File: src/rtl/if_req_arbiter_if.sv
// Requester/memory bundle for if_req_arbiter: NUM_REQ forward/backward token
// ports on one side, a single shared memory-IF token pair on the other.
interface if_req_arbiter_if #(
  parameter int NUM_REQ = 4,
  parameter int FTK_W   = 11,
  parameter int BTK_W   = 12
);
  // FTk layout: {v, a, r, data[7:0]}; BTk layout: {n, t, v, c, data[7:0]}
  logic [NUM_REQ-1:0]            header;
  logic [NUM_REQ-1:0][FTK_W-1:0] req_ftk;
  logic [NUM_REQ-1:0][BTK_W-1:0] req_btk;
  logic [FTK_W-1:0]              ftk;
  logic [BTK_W-1:0]              btk;
  logic [NUM_REQ-1:0]            grant;
  logic [2:0]                    grant_id;
  logic                          busy;
  logic                          abort;

  modport master (
    output header, req_ftk, btk,
    input  req_btk, ftk, grant, grant_id, busy, abort
  );

  modport slave (
    input  header, req_ftk, btk,
    output req_btk, ftk, grant, grant_id, busy, abort
  );
endinterface

File: src/rtl/if_req_arbiter.sv
// Round-robin arbiter sharing one external memory IF between NUM_REQ store
// front-ends. Optional idle watchdog enabled by IF_REQ_ARBITER_WATCHDOG_EN.
module if_req_arbiter #(
  parameter int NUM_REQ = 4,
  parameter int TIMEOUT = 64
) (
  input  logic            clock,
  input  logic            reset,
  if_req_arbiter_if.slave bus
);
  localparam int FTK_W = 11;
  localparam int BTK_W = 12;
  localparam int FTK_V = 10;
  localparam int FTK_A = 9;
  localparam int FTK_R = 8;
  localparam int BTK_N = 11;
  localparam logic [BTK_W-1:0] BTK_NACK = {1'b1, {(BTK_W-1){1'b0}}};

  typedef enum logic [1:0] {IDLE, RUN, RELEASE} state_t;

  state_t             state_reg;
  logic [NUM_REQ-1:0] grant_reg;
  logic [2:0]         grant_id_reg;
  logic [2:0]         ptr_reg;
  logic               busy_reg;

  logic [FTK_W-1:0]     ftk_mux;
  logic [2*NUM_REQ-1:0] hdr_rot;
  logic                 pick_valid;
  logic [2:0]           pick_off;
  logic [3:0]           pick_sum;
  logic [2:0]           pick_idx;
  logic [2:0]           next_ptr;
  logic                 beat_accepted;
  logic                 beat_terminal;
  logic                 wd_expire;
  logic                 do_release;

  // grant_reg is all-zero outside RUN, so the mux also blanks O_FTk there
  always_comb begin
    ftk_mux = '0;
    for (int i = 0; i < NUM_REQ; i++) begin
      if (grant_reg[i]) begin
        ftk_mux = ftk_mux | bus.req_ftk[i];
      end
    end
  end

  // Rotate the request vector so the search always begins at ptr_reg
  always_comb begin
    hdr_rot    = {bus.header, bus.header} >> ptr_reg;
    pick_valid = 1'b0;
    pick_off   = '0;
    for (int k = NUM_REQ - 1; k >= 0; k--) begin
      if (hdr_rot[k]) begin
        pick_valid = 1'b1;
        pick_off   = 3'(k);
      end
    end
    pick_sum = {1'b0, ptr_reg} + {1'b0, pick_off};
    if (pick_sum >= 4'(NUM_REQ)) begin
      pick_sum = pick_sum - 4'(NUM_REQ);
    end
    pick_idx = pick_sum[2:0];
  end

  assign next_ptr      = (grant_id_reg == 3'(NUM_REQ - 1)) ? 3'd0 : grant_id_reg + 3'd1;
  assign beat_accepted = ftk_mux[FTK_V] & ~bus.btk[BTK_N];
  assign beat_terminal = beat_accepted & ftk_mux[FTK_A] & ftk_mux[FTK_R];

`ifdef IF_REQ_ARBITER_WATCHDOG_EN
  logic [7:0] wdog_reg;
  logic       abort_reg;

  assign wd_expire = (state_reg == RUN) && !beat_accepted &&
                     (({1'b0, wdog_reg} + 9'd1) >= 9'(TIMEOUT));
  assign bus.abort = abort_reg;
`else
  assign wd_expire = 1'b0;
  assign bus.abort = 1'b0;
`endif

  assign do_release = beat_terminal | wd_expire;

  always_ff @(posedge clock or posedge reset) begin
    if (reset) begin
      state_reg    <= IDLE;
      grant_reg    <= '0;
      grant_id_reg <= '0;
      ptr_reg      <= '0;
      busy_reg     <= 1'b0;
`ifdef IF_REQ_ARBITER_WATCHDOG_EN
      wdog_reg     <= '0;
      abort_reg    <= 1'b0;
`endif
    end else begin
`ifdef IF_REQ_ARBITER_WATCHDOG_EN
      abort_reg <= 1'b0;
`endif
      case (state_reg)
        IDLE: begin
          if (pick_valid) begin
            state_reg    <= RUN;
            grant_reg    <= NUM_REQ'(1) << pick_idx;
            grant_id_reg <= pick_idx;
            busy_reg     <= 1'b1;
`ifdef IF_REQ_ARBITER_WATCHDOG_EN
            wdog_reg     <= '0;
`endif
          end
        end
        RUN: begin
          if (do_release) begin
            state_reg <= RELEASE;
            grant_reg <= '0;
            ptr_reg   <= next_ptr;
          end
`ifdef IF_REQ_ARBITER_WATCHDOG_EN
          if (wd_expire) begin
            abort_reg <= 1'b1;
          end
          if (beat_accepted) begin
            wdog_reg <= '0;
          end else begin
            wdog_reg <= wdog_reg + 8'd1;
          end
`endif
        end
        RELEASE: begin
          state_reg <= IDLE;
          busy_reg  <= 1'b0;
        end
        default: state_reg <= IDLE;
      endcase
    end
  end

  assign bus.grant    = grant_reg;
  assign bus.grant_id = grant_id_reg;
  assign bus.busy     = busy_reg;
  assign bus.ftk      = ftk_mux;

  generate
    for (genvar gi = 0; gi < NUM_REQ; gi++) begin : g_btk
      assign bus.req_btk[gi] = grant_reg[gi] ? bus.btk : BTK_NACK;
    end
  endgenerate
endmodule

File: src/flat_wrapper.sv
// flat-port wrapper written by rule: the top's interface ports become plain ports
module if_req_arbiter_flat 
#(
  parameter int NUM_REQ = 4,
  parameter int TIMEOUT = 64
)
  (clock, reset, bus_header, bus_req_ftk, bus_btk, bus_req_btk, bus_ftk, bus_grant, bus_grant_id, bus_busy, bus_abort);
  if_req_arbiter_if #(.NUM_REQ(NUM_REQ)) bus_i ();
  input  logic clock;
  input  logic reset;
  input wire logic [$bits(bus_i.header)-1:0] bus_header;
  input wire logic [$bits(bus_i.req_ftk)-1:0] bus_req_ftk;
  input wire logic [$bits(bus_i.btk)-1:0] bus_btk;
  output wire logic [$bits(bus_i.req_btk)-1:0] bus_req_btk;
  output wire logic [$bits(bus_i.ftk)-1:0] bus_ftk;
  output wire logic [$bits(bus_i.grant)-1:0] bus_grant;
  output wire logic [$bits(bus_i.grant_id)-1:0] bus_grant_id;
  output wire logic [$bits(bus_i.busy)-1:0] bus_busy;
  output wire logic [$bits(bus_i.abort)-1:0] bus_abort;
  assign bus_i.header = bus_header;
  assign bus_i.req_ftk = bus_req_ftk;
  assign bus_i.btk = bus_btk;
  assign bus_req_btk = bus_i.req_btk;
  assign bus_ftk = bus_i.ftk;
  assign bus_grant = bus_i.grant;
  assign bus_grant_id = bus_i.grant_id;
  assign bus_busy = bus_i.busy;
  assign bus_abort = bus_i.abort;
  if_req_arbiter #(.NUM_REQ(NUM_REQ), .TIMEOUT(TIMEOUT)) u_core (.clock(clock), .reset(reset), .bus(bus_i));
endmodule
File: config.mk
export PLATFORM = sky130hd
export DESIGN_NAME = if_req_arbiter_flat
export DESIGN_NICKNAME = d
export VERILOG_FILES = /design/src/rtl/if_req_arbiter_if.sv /design/src/rtl/if_req_arbiter.sv /design/src/flat_wrapper.sv
export SDC_FILE = /design/constraint.sdc
export NUM_CORES = 1
export LEC_CHECK = 0
export CAP_MARGIN = 0
export CORE_MARGIN = 5
export CORE_UTILIZATION = 30
export DETAILED_ROUTE_END_ITERATION = 10
export PLACE_DENSITY = 0.8
export SYNTH_ARGS = -nofsm -noshare
export SYNTH_HDL_FRONTEND = slang
export SYNTH_SLANG_ARGS = --single-unit
File: constraint.sdc
create_clock -name clock -period 5.25 [get_ports clock]
set_input_delay 0.525 -clock clock [delete_from_list [all_inputs] [get_ports clock]]
set_output_delay 0.525 -clock clock [all_outputs]
set_load 0.01 [all_outputs]
== Yosys cells after proc, flatten, opt, wreduce, memory -nomap -nowiden ==
Index checks and enable logic that the tools add are counted.
Storage, ports and cells
  register bits after elaboration: 13
  input port bits: 62
  output and inout port bits: 68
  logic and storage cells: 57
Cells by class
  $add $sub $neg: 3
  order comparisons: 1
  equality and inequality tests: 5
  shift operators: 2
  muxes and demuxes: 26
  bitwise gates (word level): 7
  reductions and logical operators: 8
Operators with widths (count)
  two-way mux 12 bit: 4
  two-way mux 11 bit: 4
  bitwise OR 11 bit: 3
  two-way mux 2 bit: 6
  two-way mux 4 bit: 2
  one-hot mux 4 bit (2 select lines): 1
  AND reduction 2 bit: 4
  right shift 8 x 3 -> 4 bit: 1
  two-way mux 3 bit: 2
  two-way mux 1 bit: 5
  adder 3 x 2 -> 4 bit: 1
  greater-or-equal comparator 4 x 3 -> 1 bit (second input constant): 1
  inequality test 2 x 1 -> 1 bit (second input constant): 2
  one-hot mux 2 bit (2 select lines): 1
  nonzero test 2 bit: 2
  left shift 1 x 3 -> 4 bit (first input constant): 1
  adder 3 x 1 -> 3 bit (second input constant): 1
  bitwise AND 1 bit: 3
  equality test 3 x 2 -> 1 bit (second input constant): 1
  AND reduction 3 bit: 1
  subtractor 3 bit (second input constant): 1
  equality test 2 x 1 -> 1 bit (second input constant): 1
  equality test 2 bit (second input constant): 1
  zero test 2 bit: 1
  2 further kinds: 2

== Longest topological paths before layout ==
Gate-level depths: netlist (run 1).
  word-level depth: 12
  gate-level depth with buffers: 10
  mapped depth without buffers: 10

== Least setup slack after synthesis (run 1) ==
Ideal clock, no wire load.
  path kind: in2reg
  from: input port bus_header[1]
  to: register u_core.grant_reg[1] (netlist: u_core.bus.grant[1])
  library setup time: 0.136 ns
  data arrival time: 2.274 ns
  required time: 5.114 ns
  path slack: 2.840 ns
  stages on the path: 9
  buffers on the path: 0
  path through: o41ai_1 a21oi_1 o22ai_1 ha_1 inv_1 fa_1 or3_1 o2111ai_1 o32ai_1
On the way
  longest elaborated chain between the ends: 11
  elaborated cells on any way between the ends: 18
  classes of those cells: add/sub: 2; order compare: 1; eq/ne: 1; shift: 2; mux: 11; reduce/logical: 1
RTL lines
  from (decl): line flat_wrapper.sv:11  | input wire logic [$bits(bus_i.header)-1:0] bus_header;
  right shift 8 x 3 -> 4 bit *: line if_req_arbiter.sv:51  | hdr_rot = {bus.header, bus.header} >> ptr_reg;
  two-way mux 2 bit (4 in a row): line if_req_arbiter.sv:55  | if (hdr_rot[k]) begin
  adder 3 x 2 -> 4 bit: line if_req_arbiter.sv:60  | pick_sum = {1'b0, ptr_reg} + {1'b0, pick_off};
  greater-or-equal comparator 4 x 3 -> 1 bit or subtractor 3 bit (tied branches): line if_req_arbiter.sv:61, if_req_arbiter.sv:62
  two-way mux 3 bit: line if_req_arbiter.sv:61  | if (pick_sum >= 4'(NUM_REQ)) begin
  left shift 1 x 3 -> 4 bit: line if_req_arbiter.sv:104  | grant_reg <= NUM_REQ'(1) << pick_idx;
  two-way mux 4 bit: line if_req_arbiter.sv:102  | if (pick_valid) begin
  one-hot mux 4 bit (2 select lines): line if_req_arbiter.sv:100  | case (state_reg)
  to (signal assigned): line if_req_arbiter.sv:104
  to (decl): line if_req_arbiter.sv:22  | logic [NUM_REQ-1:0] grant_reg;
Every way passes the cells marked *; elsewhere a longest branch is shown, timed or not. The select of a mux whose other input is x is not followed.
A chain may end at the register's enable or synchronous reset.

== Final worst setup path (run 1) ==
  from: input port bus_header[1]
  to: register u_core.grant_reg[3] (netlist: u_core.bus.grant[3])
Same word-level chain as after synthesis.

==> flow_summary_export.csv, run 1 <==
group,metric,value,unit
finish,drive_gt1_frac,0.0204,
synth,avgSynthCellArea,7.93,um2
global_routing,grt.total_usage,0.183,
timing,setup_tns,0,ns
clock_tree,clkSinkCount,13,
clock_tree,clk_pin_slew,0.06,ns
drt,wl,5.93,mm
synth,yosysMostFrequentCell,"and2_1",
synth,ys_types,44,
die,initial_core_util,0.313,
placed_design,dpl_cell_area,0.00266,mm2
setup_path,crit_type,"input pin to register",
die,coreArea,0.00438,mm2
synth,synthTopCellsByCount,"and2_1, a22oi_1, inv_1, dfrtp_1, nand2_1",
clock_tree,cts_setup_buffers,0,
synth,synthArstFlopShare,1.00,
synth,synthCells,173,
drt,drcViolationCount,0,
timing,finalHoldViolCount,0,
synth,synth_edf_count,0,
timing,period_needed,2.88,ns
setup_path,reg2reg_slack,2.57,ns
synth,syn-cell-area,0.00137,mm2
synth,yosys_warnings,0,
drt,antenna_left,0,
die,die_w,77.6,um
die,fp-row-count,24,
drt,drtIter0Drc,70,
synth,synthTopCellsByArea,"dfrtp_1, and2_1, a22oi_1",
global_routing,first_global_vias,1546,
finish,area_growth_syn_to_layout,97.5,%
timing,setup_violations,0,
global_routing,overflow,0,
timing,max_freq,347,MHz
die,dieArea,0.00602,mm2
power_and_ir_drop,ir_drop,270,uV
power_and_ir_drop,power_density,421,mW/mm2
clock_tree,clk_latency,0.25,ns
timing,slew_headroom,0.485,
timing,rsz0062_at_grt,"no",
synth,yosysSeqAreaShare,0.237,
synth,synth_ff_type,"dfrtp_1",
timing,worst-slew-pin-transition,0.773,ns
timing,drv_slew,0,
power_and_ir_drop,power_leakage,1.08,nW
worst_hold_path,min_path_type,"register to register",
clock_tree,hold_buffers,0,
placed_design,dp_hpwl,4.88,mm
global_routing,grt_first_pass_wirelength,8.94,mm
setup_path,cp_max_fo,6,
clock_tree,cts_tree,"built",
finish,largest_reg_flops,4,
global_routing,grt_max_degree,26,
clock_tree,htreeDepth,1,
setup_path,critPathLaunchType,"input pin",
timing,fin_worst_skew,0.00482,ns
synth,syn_nets,239,
synth,yosys.area.top_type_share,0.237,
global_routing,grt_antenna_before_repair,0,
outcome,outcome,"completed",
setup_path,crit_required,5.37,ns
drt,vias_per_cell,4.97,
die,dieHeight,77.6,um
finish,final_nets,361,
clock_tree,cts_buffers,3,
placed_design,globalplace.congestion,0.784,
finish,fin_area,0.00271,mm2
flow_run,maxCapViolCount,0,
placed_design,portBuffers,128,
clock_tree,root_buffer,"clkbuf_8",
die,ios,130,
drt,routedWlPerCell,17.1,um
drt,vias,1721,
clock_tree,clk_path_buf_depth,2,
synth,ys_ff_latch,13,
setup_path,cp-end-kind,"register",
synth,synth_area_leader_cell,"dfrtp_1",
finish,antenna_cells,0,
drt,drtPass1Iterations,4,
clock_tree,ctsResizeCount,0,
setup_path,worstPathArrival,3.00,ns
timing,final.period_utilization,0.548,
where the power goes:
group / switching [W] / internal, W
Clock: 0.0000388 / 0.0000538
Sequential: 0.000115 / 0.000137
Combinational: 0.000325 / 0.000471
Total: 0.000479 / 0.000662
routing by layer:
layer | track usage | share of wire
met1 | 0.226 | 0.41
met2 | 0.329 | 0.51
met3 | 0.0324 | 0.065
met4 | 0.0430 | 0.012
met5 | 0 | 0
through the flow:
step / setup slack (ns) / utilization / power, W / instances / hold WS, ns
6_report: 2.37 / 0.618 / 0.00114 / 346 / 0.521
5_1_grt: 2.28 / 0.618 / 0.00123 / 346 / 0.561
4_1_cts: 2.43 / 0.618 / 0.00115 / 346 / 0.523
3_5_place_dp: 2.16 / 0.608 / 0.00106 / 342 / 0.509
3_3_place_gp: 2.23 / 0.608 / 0.00105 / 342 / 0.519
2_1_floorplan: 2.84 / - / 0.000624 / 173 / 0.402
worst max-delay path: stages:
cell and delay, ns:
clkdlybuf4s50_1 0.49, o41ai_1 0.40, a21oi_1 0.11, o22ai_1 0.18, ha_1 0.19, inv_1 0.05
fa_1 0.34, or3_1 0.40, o2111ai_1 0.16, o32ai_1 0.14
path summary, 6_finish.rpt:
check | cells after the start | to | startpoint
worst max-delay path | 10 | u_core.bus.grant[3] | bus_header[1]
worst min-delay path | 2 | u_core.bus.busy | u_core.bus.busy
worst max register to register | 10 | u_core.bus.grant[3] | u_core.ptr_reg[0]
worst min register to register | 2 | u_core.bus.busy | u_core.bus.busy
max in group asynchronous | 2 | u_core.bus.grant[0] | reset
min in group asynchronous | 2 | u_core.bus.grant_id[2] | reset
placed cells by master, fill, tap and decap left out, types with 2 or more instances in the layout:
cell	n
nor2_1	2
inv_1	15
clkdlybuf4s50_1	128
mux2_4	2
a22oi_1	22
a21oi_1	4
nor3_1	2
dfrtp_1	13
nand2b_1	4
mux2i_1	3
o32ai_1	4
nor2b_1	2
nor3b_1	2
and2_1	45
clkbuf_8	3
ha_1	3
o31ai_1	2
or3_1	2
nand2_1	12
area by class of cell:
class	instances	area, um2
clock buffers	4	45.0
multi-input cells	134	936
inverters	15	56.3
well taps	52	65.1
fillers	386	1680
flip-flops and latches	13	325
repair buffers	128	1280
cell families after synthesis:
family,Yosys count,share of synthesized area
simple gates,78,0.340
flops,13,0.237
buf+inv,26,0.0803
compound gates,45,0.245
mux,6,0.0520
other cells,1,0.00273
fa+ha+maj,4,0.0420
Note: power is estimated with default switching activity, not from simulation.
==> inputs of run 2 (changes only) <==
==> constraint.sdc (replaced) <==
create_clock -name clock -period 2.7 [get_ports clock]
set_input_delay 0.27 -clock clock [delete_from_list [all_inputs] [get_ports clock]]
set_output_delay 0.27 -clock clock [all_outputs]
set_load 0.01 [all_outputs]
==> flow_summary_export.csv, run 2 (synthesized netlist as in run 1, its figures left out) <==
group,metric,value,unit
placed_design,globalplace.congestion,0.755,
die,dieHeight,77.6,um
global_routing,first_global_vias,1515,
finish,antenna_cells,0,
setup_path,crit_required,2.81,ns
finish,largest_reg_flops,4,
finish,final_core_util,0.630,
placed_design,pre_cts_ws,-0.0731,ns
finish,layout_common_cells,"clkdlybuf4s50_1, and2_1, a22oi_1, inv_1, dfrtp_1",
clock_tree,clk_pin_slew,0.05,ns
drt,antenna_left,0,
timing,finalHoldViolCount,0,
die,dieArea,0.00602,mm2
drt,drcViolationCount,0,
die,fp-row-count,24,
timing,slew_headroom,0.505,
placed_design,portBuffers,128,
global_routing,grt.total_usage,0.181,
outcome,outcome,"completed",
setup_path,worstPathArrival,2.64,ns
timing,setup_violations,0,
timing,setup_tns,0,ns
setup_path,cp_max_fo,5,
setup_path,cp-end-kind,"register",
finish,layout_commonest_cell,"clkdlybuf4s50_1",
timing,final.period_utilization,0.936,
timing,drv_slew,0,
timing,rsz0062_at_grt,"no",
global_routing,grt_antenna_before_repair,0,
flow_run,maxCapViolCount,0,
global_routing,grt_first_pass_wirelength,8.96,mm
finish,fillers,384,
setup_path,critPathBufInv,2,
clock_tree,ctsResizeCount,0,
timing,fin_ws,0.173,ns
clock_tree,cts_buffers,3,
timing,max_freq,396,MHz
die,coreArea,0.00438,mm2
clock_tree,clk_path_buf_depth,2,
finish,drive_gt1_frac,0.0432,
setup_path,crit_path_top_delay_cell,"clkdlybuf4s50_1",
clock_tree,cts_tree,"built",
timing,worst-slew-pin-transition,0.743,ns
drt,drtIter0Drc,69,
setup_path,critPathMaxStageDelay,0.53,ns
setup_path,crit_type,"input pin to register",
finish,area_growth_syn_to_layout,101,%
setup_path,path_cells,"clkdlybuf4s50_1 > nor2_1 > o41ai_1 > a21oi_1 > o22ai_1 > ha_1 > inv_1 > fa_1 > or3_1 > o2111ai_1 > o32ai_1",
worst_hold_path,min_path_type,"input pin to asynchronous set/reset pin",
clock_tree,hold_buffers,0,
drt,vias,1772,
die,die_w,77.6,um
clock_tree,clkSinkCount,13,
clock_tree,root_buffer,"clkbuf_8",
timing,period_needed,2.53,ns
timing,hold_ws,0.349,ns
placed_design,dp_hpwl,5.08,mm
setup_path,cp_top_family,"compound AO/OA/AOI/OAI gates",
global_routing,overflow,0,
die,initial_core_util,0.313,
setup_path,critPathLaunchType,"input pin",
power_and_ir_drop,power_density,823,mW/mm2
finish,layout.cells.non_filler,353,
finish,final_nets,368,
drt,drtPass1Iterations,4,
timing,fin_worst_skew,0.00113,ns
placed_design,dp_cells,349,
drt,routedWlPerCell,17.1,um
clock_tree,htreeDepth,1,
clock_tree,cts_setup_buffers,0,
die,ios,130,
drt,vias_per_cell,5.02,
drt,wl,6.03,mm
clock_tree,clk_latency,0.24,ns
power_and_ir_drop,ir_drop,512,uV
power_and_ir_drop,power_leakage,1.12,nW
global_routing,grt_max_degree,26,
run 2: worst paths after layout:
check | startpoint | end | slack [ns] | cells after the start
max in group asynchronous | reset | u_core.bus.grant[0] | 2.02 | 2
max | bus_header[0] | u_core.bus.grant[3] | 0.17 | 11
min | reset | u_core.bus.grant_id[1] | 0.35 | 2
max reg2reg | u_core.ptr_reg[0] | u_core.bus.grant[3] | 0.18 | 9
min reg2reg | u_core.bus.busy | u_core.bus.busy | 0.54 | 2
min in group clock | u_core.bus.busy | u_core.bus.busy | 0.54 | 2
run 2: final cells by class:
| class | count | area (um2) | share of cell area |
|---|---|---|---|
| clock buffer | 4 | 45.0 | 0.0163 |
| inverter | 15 | 56.3 | 0.0204 |
| multi-input combinational | 134 | 936 | 0.339 |
| sequential | 13 | 325 | 0.118 |
| tap | 52 | 65.1 | 0.0236 |
| timing repair buffer | 135 | 1330 | 0.483 |
run 2: routing by layer:
layer  vias up  GRT usage  routed length, um
li1        871          -                  -
met1       815      0.229               2520
met2        81      0.329               3080
met3         5     0.0313                406
met4         0     0.0206                 25
met5         -          0                  0
run 2: per-stage QoR:
stage	total power [W]	instance area, um2
after floorplan	0.00121	1370
after detailed placement	0.00211	2720
after global placement	0.00209	2720
after global routing	0.00243	2760
final	0.00227	2760
after CTS	0.00229	2760
run 2: worst register-to-register path, delay by kind of cell (launching register included):
| kind | cells | cell delay (ns) |
|---|---|---|
| and+or+nand+nor | 4 | 1.05 |
| adders and majority gates | 1 | 0.37 |
| DFF | 1 | 0.37 |
| AOI/OAI and AO/OA | 3 | 0.43 |
| buffers and inverters | 1 | 0.16 |
run 2: power breakdown:
part	internal, W	switching, W	total (W)
Clock	0.000104	0.0000693	0.000174
Combinational	0.000951	0.000697	0.00165
Sequential	0.000268	0.000182	0.000450
Total	0.00132	0.000948	0.00227
